--- config.mk ---
export PLATFORM = sky130hd
export DESIGN_NAME = sensor_sequencer
export DESIGN_NICKNAME = d
export VERILOG_FILES = /design/src/rtl/sensor_sequencer_pkg.sv /design/src/rtl/sensor_sequencer_sync_2ff.sv /design/src/rtl/sensor_sequencer.sv
export SDC_FILE = /design/constraint.sdc
export NUM_CORES = 1
export LEC_CHECK = 0
export CAP_MARGIN = 10
export CORE_ASPECT_RATIO = 2
export CORE_MARGIN = 4
export CORE_UTILIZATION = 51
export DETAILED_ROUTE_END_ITERATION = 7
export PLACE_DENSITY = 0.81
export SYNTH_ARGS = -nofsm -noshare
export SYNTH_HDL_FRONTEND = slang
export SYNTH_SLANG_ARGS = --single-unit
--- constraint.sdc ---
create_clock -name clk -period 2.3 [get_ports clk]
set_input_delay 0.575 -clock clk [delete_from_list [all_inputs] [get_ports clk]]
set_output_delay 0.575 -clock clk [all_outputs]
set_load 0.01 [all_outputs]
--- src/rtl/sensor_sequencer_pkg.sv ---
// rtl/sensor_sequencer_pkg.sv - state encoding and default constants for the sensor sequencer
package sensor_sequencer_pkg;

   typedef enum logic [3:0] {
      INIT     = 4'd0,
      CFG_REQ  = 4'd1,
      CFG_WAIT = 4'd2,
      IDLE     = 4'd3,
      PTR_REQ  = 4'd4,
      PTR_WAIT = 4'd5,
      RDH_REQ  = 4'd6,
      RDH_WAIT = 4'd7,
      RDL_REQ  = 4'd8,
      RDL_WAIT = 4'd9,
      DONE     = 4'd10
   } state_t;

   localparam logic [6:0]  DEF_SENS_ADDR = 7'h48;
   localparam logic [7:0]  DEF_CFG_REG   = 8'h01;
   localparam logic [7:0]  DEF_CFG_VAL   = 8'h60;
   localparam logic [7:0]  DEF_DATA_REG  = 8'h00;
   localparam int unsigned DEF_PERIOD    = 100000;
   localparam int unsigned DEF_TIMEOUT   = 4096;

   function automatic logic in_phase(input state_t s);
      return (s inside {CFG_REQ, CFG_WAIT, PTR_REQ, PTR_WAIT,
                        RDH_REQ, RDH_WAIT, RDL_REQ, RDL_WAIT});
   endfunction

   function automatic logic is_cfg(input state_t s);
      return (s inside {CFG_REQ, CFG_WAIT});
   endfunction

   function automatic state_t wait_of(input state_t s);
      case (s)
         CFG_REQ: return CFG_WAIT;
         PTR_REQ: return PTR_WAIT;
         RDH_REQ: return RDH_WAIT;
         RDL_REQ: return RDL_WAIT;
         default: return INIT;
      endcase
   endfunction

endpackage

--- src/rtl/sensor_sequencer_sync_2ff.sv ---
// rtl/sensor_sequencer_sync_2ff.sv - two-flop synchronizer for the controller ready flag
module sync_2ff (
   input  logic i_clk,
   input  logic i_rst_n,
   input  logic i_d,
   output logic o_q
);

   logic r_meta;
   logic r_sync;

   always_ff @(posedge i_clk or negedge i_rst_n) begin
      if (!i_rst_n) begin
         r_meta <= 1'b0;
         r_sync <= 1'b0;
      end else begin
         r_meta <= i_d;
         r_sync <= r_meta;
      end
   end

   assign o_q = r_sync;

endmodule

--- src/rtl/sensor_sequencer.sv ---
// rtl/sensor_sequencer.sv - configures an I2C sensor once, then reads 16-bit samples on request or period
module sensor_sequencer
   import sensor_sequencer_pkg::*;
#(
   parameter logic [6:0]  SENS_ADDR = DEF_SENS_ADDR,
   parameter logic [7:0]  CFG_REG   = DEF_CFG_REG,
   parameter logic [7:0]  CFG_VAL   = DEF_CFG_VAL,
   parameter logic [7:0]  DATA_REG  = DEF_DATA_REG,
   parameter int unsigned PERIOD    = DEF_PERIOD,
   parameter int unsigned TIMEOUT   = DEF_TIMEOUT
) (
   input  logic        clk,
   input  logic        rst,
   input  logic        start,
   input  logic        ready,
   input  logic [7:0]  data_out,
   output logic [6:0]  addr,
   output logic [7:0]  data_in,
   output logic [7:0]  data_in_2,
   output logic        ena_w_data_2,
   output logic        enable,
   output logic        rw,
   output logic [15:0] sample,
   output logic        sample_valid,
   output logic        busy,
   output logic        err
);

   state_t      r_state;
   state_t      w_next;
   logic        r_enable;
   logic        w_enable_nxt;
   logic        w_load;
   logic        w_timeout;
   logic        w_ready_s;
   logic [31:0] r_tmo;
   logic [31:0] r_per;
   logic [7:0]  r_msb;
   logic [7:0]  r_lsb;
   logic [7:0]  r_data_in;
   logic [7:0]  r_data_in_2;
   logic        r_rw;
   logic        r_ena2;
   logic        r_valid;
   logic        r_err;
   logic [15:0] r_sample;

   sync_2ff u_sync (
      .i_clk   (clk),
      .i_rst_n (rst),
      .i_d     (ready),
      .o_q     (w_ready_s)
   );

   always_comb begin
      w_next       = r_state;
      w_enable_nxt = r_enable;
      w_load       = 1'b0;
      w_timeout    = 1'b0;
      case (r_state)
         INIT: w_next = CFG_REQ;
         CFG_REQ, PTR_REQ, RDH_REQ, RDL_REQ: begin
            // Raise enable once the controller is idle; the controller taking it shows as ready falling.
            if (!r_enable) begin
               if (w_ready_s) begin
                  w_enable_nxt = 1'b1;
                  w_load       = 1'b1;
               end
            end else if (!w_ready_s) begin
               w_enable_nxt = 1'b0;
               w_next       = wait_of(r_state);
            end
         end
         CFG_WAIT: if (w_ready_s) w_next = IDLE;
         PTR_WAIT: if (w_ready_s) w_next = RDH_REQ;
         RDH_WAIT: if (w_ready_s) w_next = RDL_REQ;
         RDL_WAIT: if (w_ready_s) w_next = DONE;
         IDLE: begin
            if (start || ((PERIOD != 0) && (r_per == PERIOD - 1))) w_next = PTR_REQ;
         end
         DONE:    w_next = IDLE;
         default: w_next = INIT;
      endcase
      if (in_phase(r_state) && (r_tmo == TIMEOUT - 1) && (w_next == r_state)) begin
         w_timeout    = 1'b1;
         w_enable_nxt = 1'b0;
         w_load       = 1'b0;
         w_next       = is_cfg(r_state) ? INIT : IDLE;
      end
   end

   always_ff @(posedge clk or negedge rst) begin
      if (!rst) begin
         r_state     <= INIT;
         r_enable    <= 1'b0;
         r_tmo       <= '0;
         r_per       <= '0;
         r_msb       <= '0;
         r_lsb       <= '0;
         r_data_in   <= '0;
         r_data_in_2 <= '0;
         r_rw        <= 1'b0;
         r_ena2      <= 1'b0;
         r_valid     <= 1'b0;
         r_err       <= 1'b0;
         r_sample    <= '0;
      end else begin
         r_state  <= w_next;
         r_enable <= w_enable_nxt;
         r_valid  <= (r_state == DONE);

         if ((w_next != r_state) || !in_phase(r_state)) r_tmo <= '0;
         else                                            r_tmo <= r_tmo + 32'd1;

         if ((r_state == IDLE) && (w_next == IDLE)) r_per <= r_per + 32'd1;
         else                                        r_per <= '0;

         if (w_load) begin
            case (r_state)
               CFG_REQ: begin
                  r_rw        <= 1'b0;
                  r_data_in   <= CFG_REG;
                  r_data_in_2 <= CFG_VAL;
                  r_ena2      <= 1'b1;
               end
               PTR_REQ: begin
                  r_rw      <= 1'b0;
                  r_data_in <= DATA_REG;
                  r_ena2    <= 1'b0;
               end
               default: begin
                  r_rw   <= 1'b1;
                  r_ena2 <= 1'b0;
               end
            endcase
         end

         if ((r_state == RDH_WAIT) && (w_next == RDL_REQ)) r_msb <= data_out;
         if ((r_state == RDL_WAIT) && (w_next == DONE))    r_lsb <= data_out;

         if (r_state == DONE) begin
            r_sample <= {r_msb, r_lsb};
            r_err    <= 1'b0;
         end else if (w_timeout) begin
            r_err <= 1'b1;
         end
      end
   end

   assign addr         = SENS_ADDR;
   assign data_in      = r_data_in;
   assign data_in_2    = r_data_in_2;
   assign ena_w_data_2 = r_ena2;
   assign enable       = r_enable;
   assign rw           = r_rw;
   assign sample       = r_sample;
   assign sample_valid = r_valid;
   assign busy         = (r_state != IDLE);
   assign err          = r_err;

endmodule

Yosys cells after proc, flatten, opt, wreduce, memory -nomap -nowiden

Index checks and enable logic that the tools add are counted.

Flip-flop bits (word level): 116
Bits of input ports: 12
Output and inout port bits: 45

Add/sub/neg operators: 2
Equality and inequality tests: 18
Multiplexer cells: 25
Reduce and logical (&&, ||, !) cells: 18

Operator list:

| kind                  | count |
|---|---|
| $add 32x1->32 const B | 2 |
| $mux 32               | 2 |
| $eq 32x12->1 const B  | 1 |
| $eq 32x17->1 const B  | 1 |
| $mux 4                | 8 |
| $pmux 4 s8            | 1 |
| $eq 4x4->1 const B    | 5 |
| $eq 4x3->1 const B    | 4 |
| $pmux 4 s4            | 1 |
| $pmux 8 s2            | 1 |
| $eq 4x2->1 const B    | 3 |
| $mux 1                | 11 |
| $reduce_bool 2->1     | 4 |
| $reduce_bool 8->1     | 1 |
| $logic_and 1x1->1     | 5 |
| $eq 4x1->1 const B    | 1 |
| $eq 4x4->1            | 1 |
| $logic_not 4->1       | 1 |
| $ne 4x2->1 const B    | 1 |
| $ne 4x4->1            | 1 |
| $reduce_and 2->1      | 2 |
| $reduce_or 4->1       | 1 |
| $logic_or 1x1->1      | 2 |
| $mux 2                | 1 |
| other kinds (2)       | 2 |

Longest topological paths before layout

Gate-level depths: netlist of run 1.

Depth in word-level cells: 11
Depth in mapped cells: 9

Cells and area by module

A second synthesis of run 1 with hierarchy kept.

Cells, all modules: 519
Area, all modules: 5424.0 µm²

Modules (own cells, without submodules):

| module           | instances | cells each | area an instance (µm²) | seq. area each (µm²) |
|---|---|---|---|---|
| sensor_sequencer | 1         | 517        | 5373.9                 | 2677.6 |
| sync_2ff         | 1         | 2          | 50.0                   | 50.0 |

Worst setup path after synthesis of run 1

No wires, ideal clock.

Path type: register to register
Start point: register r_per[19]
End point: register r_tmo[11]
Setup time: 142 ps
Arrival: 2057 ps
Setup slack: 102 ps
Stages on the path, launching flop included: 9
Path buffers: 2
Clock period less this slack: 2198 ps
Cells stage by stage: dfrtp_1 -> or4_1 -> nor4_2 -> a31o_1 -> buf_6 -> nand2_2 -> o221ai_4 -> buf_6 -> a211oi_1

Cells in the longest elaborated chain, start to end: 10

RTL lines:

| item                   | line                    | source |
|---|---|---|
| from (decl)            | sensor_sequencer.sv:37  | `logic [31:0] r_per;` |
| from (signal assigned) | sensor_sequencer.sv:115 | `if ((r_state == IDLE) && (w_next == IDLE)) r_per <= r_per + 32'd1;` |
| $eq 32x17->1 (*)       | sensor_sequencer.sv:79  | `if (start \|\| ((PERIOD != 0) && (r_per == PERIOD - 1))) w_next = PTR_REQ;` |
| $logic_or 1x1->1 (*)   | sensor_sequencer.sv:79  |  |
| $mux 4 (*)             | sensor_sequencer.sv:79  |  |
| $pmux 4 s8 (*)         | sensor_sequencer.sv:60  | `case (r_state)` |
| $eq 4x4->1             | sensor_sequencer.sv:84  | `if (in_phase(r_state) && (r_tmo == TIMEOUT - 1) && (w_next == r_state)) begin` |
| $logic_and 1x1->1      | sensor_sequencer.sv:84  |  |
| $mux 4 (*)             | sensor_sequencer.sv:84  |  |
| $ne 4x4->1 (*)         | sensor_sequencer.sv:112 | `if ((w_next != r_state) \|\| !in_phase(r_state)) r_tmo <= '0;` |
| $logic_or 1x1->1 (*)   | sensor_sequencer.sv:112 |  |
| $mux 32 (*)            | sensor_sequencer.sv:112 |  |
| to (signal assigned)   | sensor_sequencer.sv:113 | `else r_tmo <= r_tmo + 32'd1;` |
| to (decl)              | sensor_sequencer.sv:36  | `logic [31:0] r_tmo;` |

Mark *: on every way between the ends. The rest lies on a longest branch, timed or not.
A chain may end at the register's enable or synchronous reset.

Worst setup path after layout of run 1

Start point: register r_per[18]
End point: register r_tmo[1]

The elaborated chain is that of the path after synthesis.

==> out/metrics.yaml, run 1 <==
core_sq_mm: 0.01054
syn_area_sq_mm: 0.005483
grt_use_met3_pct: 3.846
first_pass_iters: 5
syn_avg_cell_area_sq_um: 10.29
htree_levels: 3
stdcell_count: 738
cts.path.max_buffers: 2
crit_start: "r_per[18]"
skew_ps: 6.991
multi_input_area_sq_mm: 0.002524
placedCellCount: 720
synth_flop_cell: "dfrtp_1"
die-area_sq_mm: 0.01257
busiest_layer: "met2"
grt_antenna_before_repair: 0
area_delta_synth_final_pct: 18.14
die_height_um: 154.6
cts_buffers: 9
grt_max_degree: 45
critical_path_required_ps: 2530
cpPeakStageDelay_ps: 560
cts_hold_buffers: 0
cts_tree: "yes"
synth_edf_count: 0
reg2reg_to: "r_tmo[1]"
crit_fanout: 23
grt_use_met2_pct: 36.58
p_sw_share_pct: 34.07
crit_chain: "or4bb_4, nor4_4, a31o_1, nand2_2, o221ai_4, buf_12, a211oi_1"
ios: 57
placementRows: 53
vias: 4148
layout_min_cycle_time_ps: 2295
pwr-share-seq_pct: 38.7
cap_violations: 0
layout-drive-gt1-share_pct: 17.47
clock-sinks: 109
intPower_mw: 4.096
dp_hpwl_um: 8720
power_density_mw_per_mm2: 959.0
status: "complete, no violations"
critPathCaptureType: "flip-flop"
hold_path_class: "input port to async pin"
drc_errors: 0
n_fill_cell: 810
synthArstFlopShare_pct: 100.0
slowest_stage: "or4bb_4"
crit_path_start_kind: "flip-flop"
endpoint: "r_tmo[1]"
grt_pass1_wl_um: 19900
die_w_um: 81.32
gp_congestion: 0.9031
overflow: 0
leakagePower_nw: 2.831
cp.arrival_ps: 2520
portBuffers: 36
cts_root_buffer: "clkbuf_16"
hold_violations: 0
final_cell_mix: "dfrtp_1, nor2_1, xor2_1, buf_4, nand2_1"
ys_ff_latch: 109
critPathKind: "flip-flop to flip-flop"
pwr-share-comb_pct: 35.2
yosysWarnings: 0
drt.antenna.violating_nets: 0
total_power_mw: 6.212
path_clk_slew_ps: 80
grtUsageMet1_pct: 21.43
start_util_pct: 52.00
p_sw_mw: 2.116
fin_nets: 610
vdd.ir_drop.worst_v: 0.0008030
setup_viol: 0
r2r_cells: 7
layout_commonest_cell: "dfrtp_1"
grt_pass1_vias: 4309
regToRegStartpoint: "r_per[18]"
rrSetupSlack_ps: 5
ys_seq_area_share_pct: 49.75
setup-tns-final_ps: 0
finalCritPeriodShare_pct: 99.78
clkPwrFrac_pct: 26.1
wl_um: 11830
postSynthCellCount: 533
grt.total_usage_pct: 20.24
register_area_sq_mm: 0.002728
drt_iter0_drc: 193
rsz0062_at_grt: "yes"
synth_cell_types: 57
vias_per_cell: 5.621
max_freq_mhz: 435.7
worstSkewPairLatency_ps: 350
n_antenna_cell: 0
slew_violations: 0
wire_per_inst_um: 16.03
## critical path, delay by kind of cell (launching register included)
kind,cells,cell delay [ps]
AO/OA/AOI/OAI,3,590
buffers and inverters,1,200
flip-flops,1,380
AND/OR/NAND/NOR,3,1000
## registers in the layout (all words and copies together) (netlist names)
name / cells
r_per: 32
r_tmo: 32
sample: 16
r_lsb: 8
r_msb: 8
r_state: 4
data_in: 1
data_in_2: 1
ena_w_data_2: 1
enable: 1
err: 1
rw: 1
sample_valid: 1
u_sync.o_q: 1
u_sync.r_meta: 1
## logic make-up after synthesis
| kind of cell | count (synthesis) | synth area share [%] |
|---|---|---|
| multiplexers | 35 | 7.120 |
| AND/OR/NAND/NOR | 225 | 20.95 |
| adder cells (fa/ha/maj) | 3 | 0.6389 |
| buffers and inverters | 53 | 5.888 |
| AO/OA/AOI/OAI | 48 | 6.253 |
| flip-flops | 109 | 49.75 |
| XOR/XNOR | 58 | 9.265 |
| other | 2 | 0.1370 |
## stage by stage
stage	util [%]	setup slack (ps)	area (sq um)	hold slack (ps)
6_report	61.43	4.997	6477	122.3
5_1_grt	61.43	-96.87	6477	134.5
4_1_cts	61.36	-12.09	6470	134.1
3_5_place_dp	58.08	-122.0	6123	336.4
3_3_place_gp	58.08	-6.027	6123	337.8
2_1_floorplan	-	101.5	5550	279.4
## how the worst min path moves through the flow
stage | slack [ps] | start | to
3_5_place_dp | 340 | u_sync.r_meta | u_sync.o_q
2_1_floorplan | 280 | rst | data_in[0]
4_1_cts | 130 | rst | r_tmo[10]
5_1_grt | 130 | rst | r_tmo[10]
6_report | 120 | rst | r_tmo[10]
3_3_place_gp | 340 | u_sync.r_meta | u_sync.o_q
## routing by layer
metal | vias up | part of all wire (%) | routed length [um]
met5 | - | 0 | 0
met4 | 0 | 4.0 | 477
met1 | 2040 | 36 | 4225
met2 | 126 | 57 | 6683
met3 | 43 | 3.7 | 440
li1 | 1939 | - | -
## synth_stat cells (6+ instances only)
master / instances / area, sq um
dfrtp_1: 109 / 2728
nor3_1: 8 / 40.04
buf_4: 21 / 157.7
buf_2: 6 / 30.03
a21oi_1: 10 / 50.05
mux2_2: 32 / 360.4
o21ai_0: 9 / 45.04
xor2_1: 43 / 376.6
and4_1: 8 / 70.07
nand3_1: 27 / 135.1
inv_1: 7 / 26.28
nor2_1: 74 / 277.8
and3_1: 10 / 62.56
nand2b_1: 6 / 37.54
xnor2_1: 15 / 131.4
clkbuf_1: 12 / 45.04
nand2_1: 36 / 135.1
nand4_1: 16 / 100.1
a211oi_1: 8 / 60.06
nor4_1: 16 / 100.1
## power groups by stage
stage	Combinational, mW	Clock, mW	Sequential [mW]
6_report	2.19	1.62	2.40
5_1_grt	2.39	1.72	2.44
4_1_cts	2.18	1.64	2.40
3_5_place_dp	2.16	0	2.44
3_3_place_gp	2.11	0	2.41
2_1_floorplan	1.37	0	2.44
## cell type report
| cell class | count | share of cell area, % |
|---|---|---|
| Timing Repair Buffer | 80 | 10.99 |
| Sequential cell | 109 | 42.11 |
| Clock buffer | 9 | 3.477 |
| Clock inverter | 7 | 1.410 |
| Inverter | 7 | 0.4056 |
| Multi-Input combinational cell | 389 | 38.96 |
| Tap cell | 137 | 2.646 |
## timing repair
item | 4_1_cts | 5_1_grt
resized for setup | 4 | 2
cloned | 0 | 0
buffers inserted | 2 | 0
setup endpoints to repair | 34 | 35
pin swaps | 2 | 0
Power figures use the tool's default switching activity.
==> run 2: changes to the inputs <==
Settings changed: TNS_END_PERCENT set to 100.
==> results of run 2 <==
No change in the layout: final DEF, timing and power equal those of run 1.
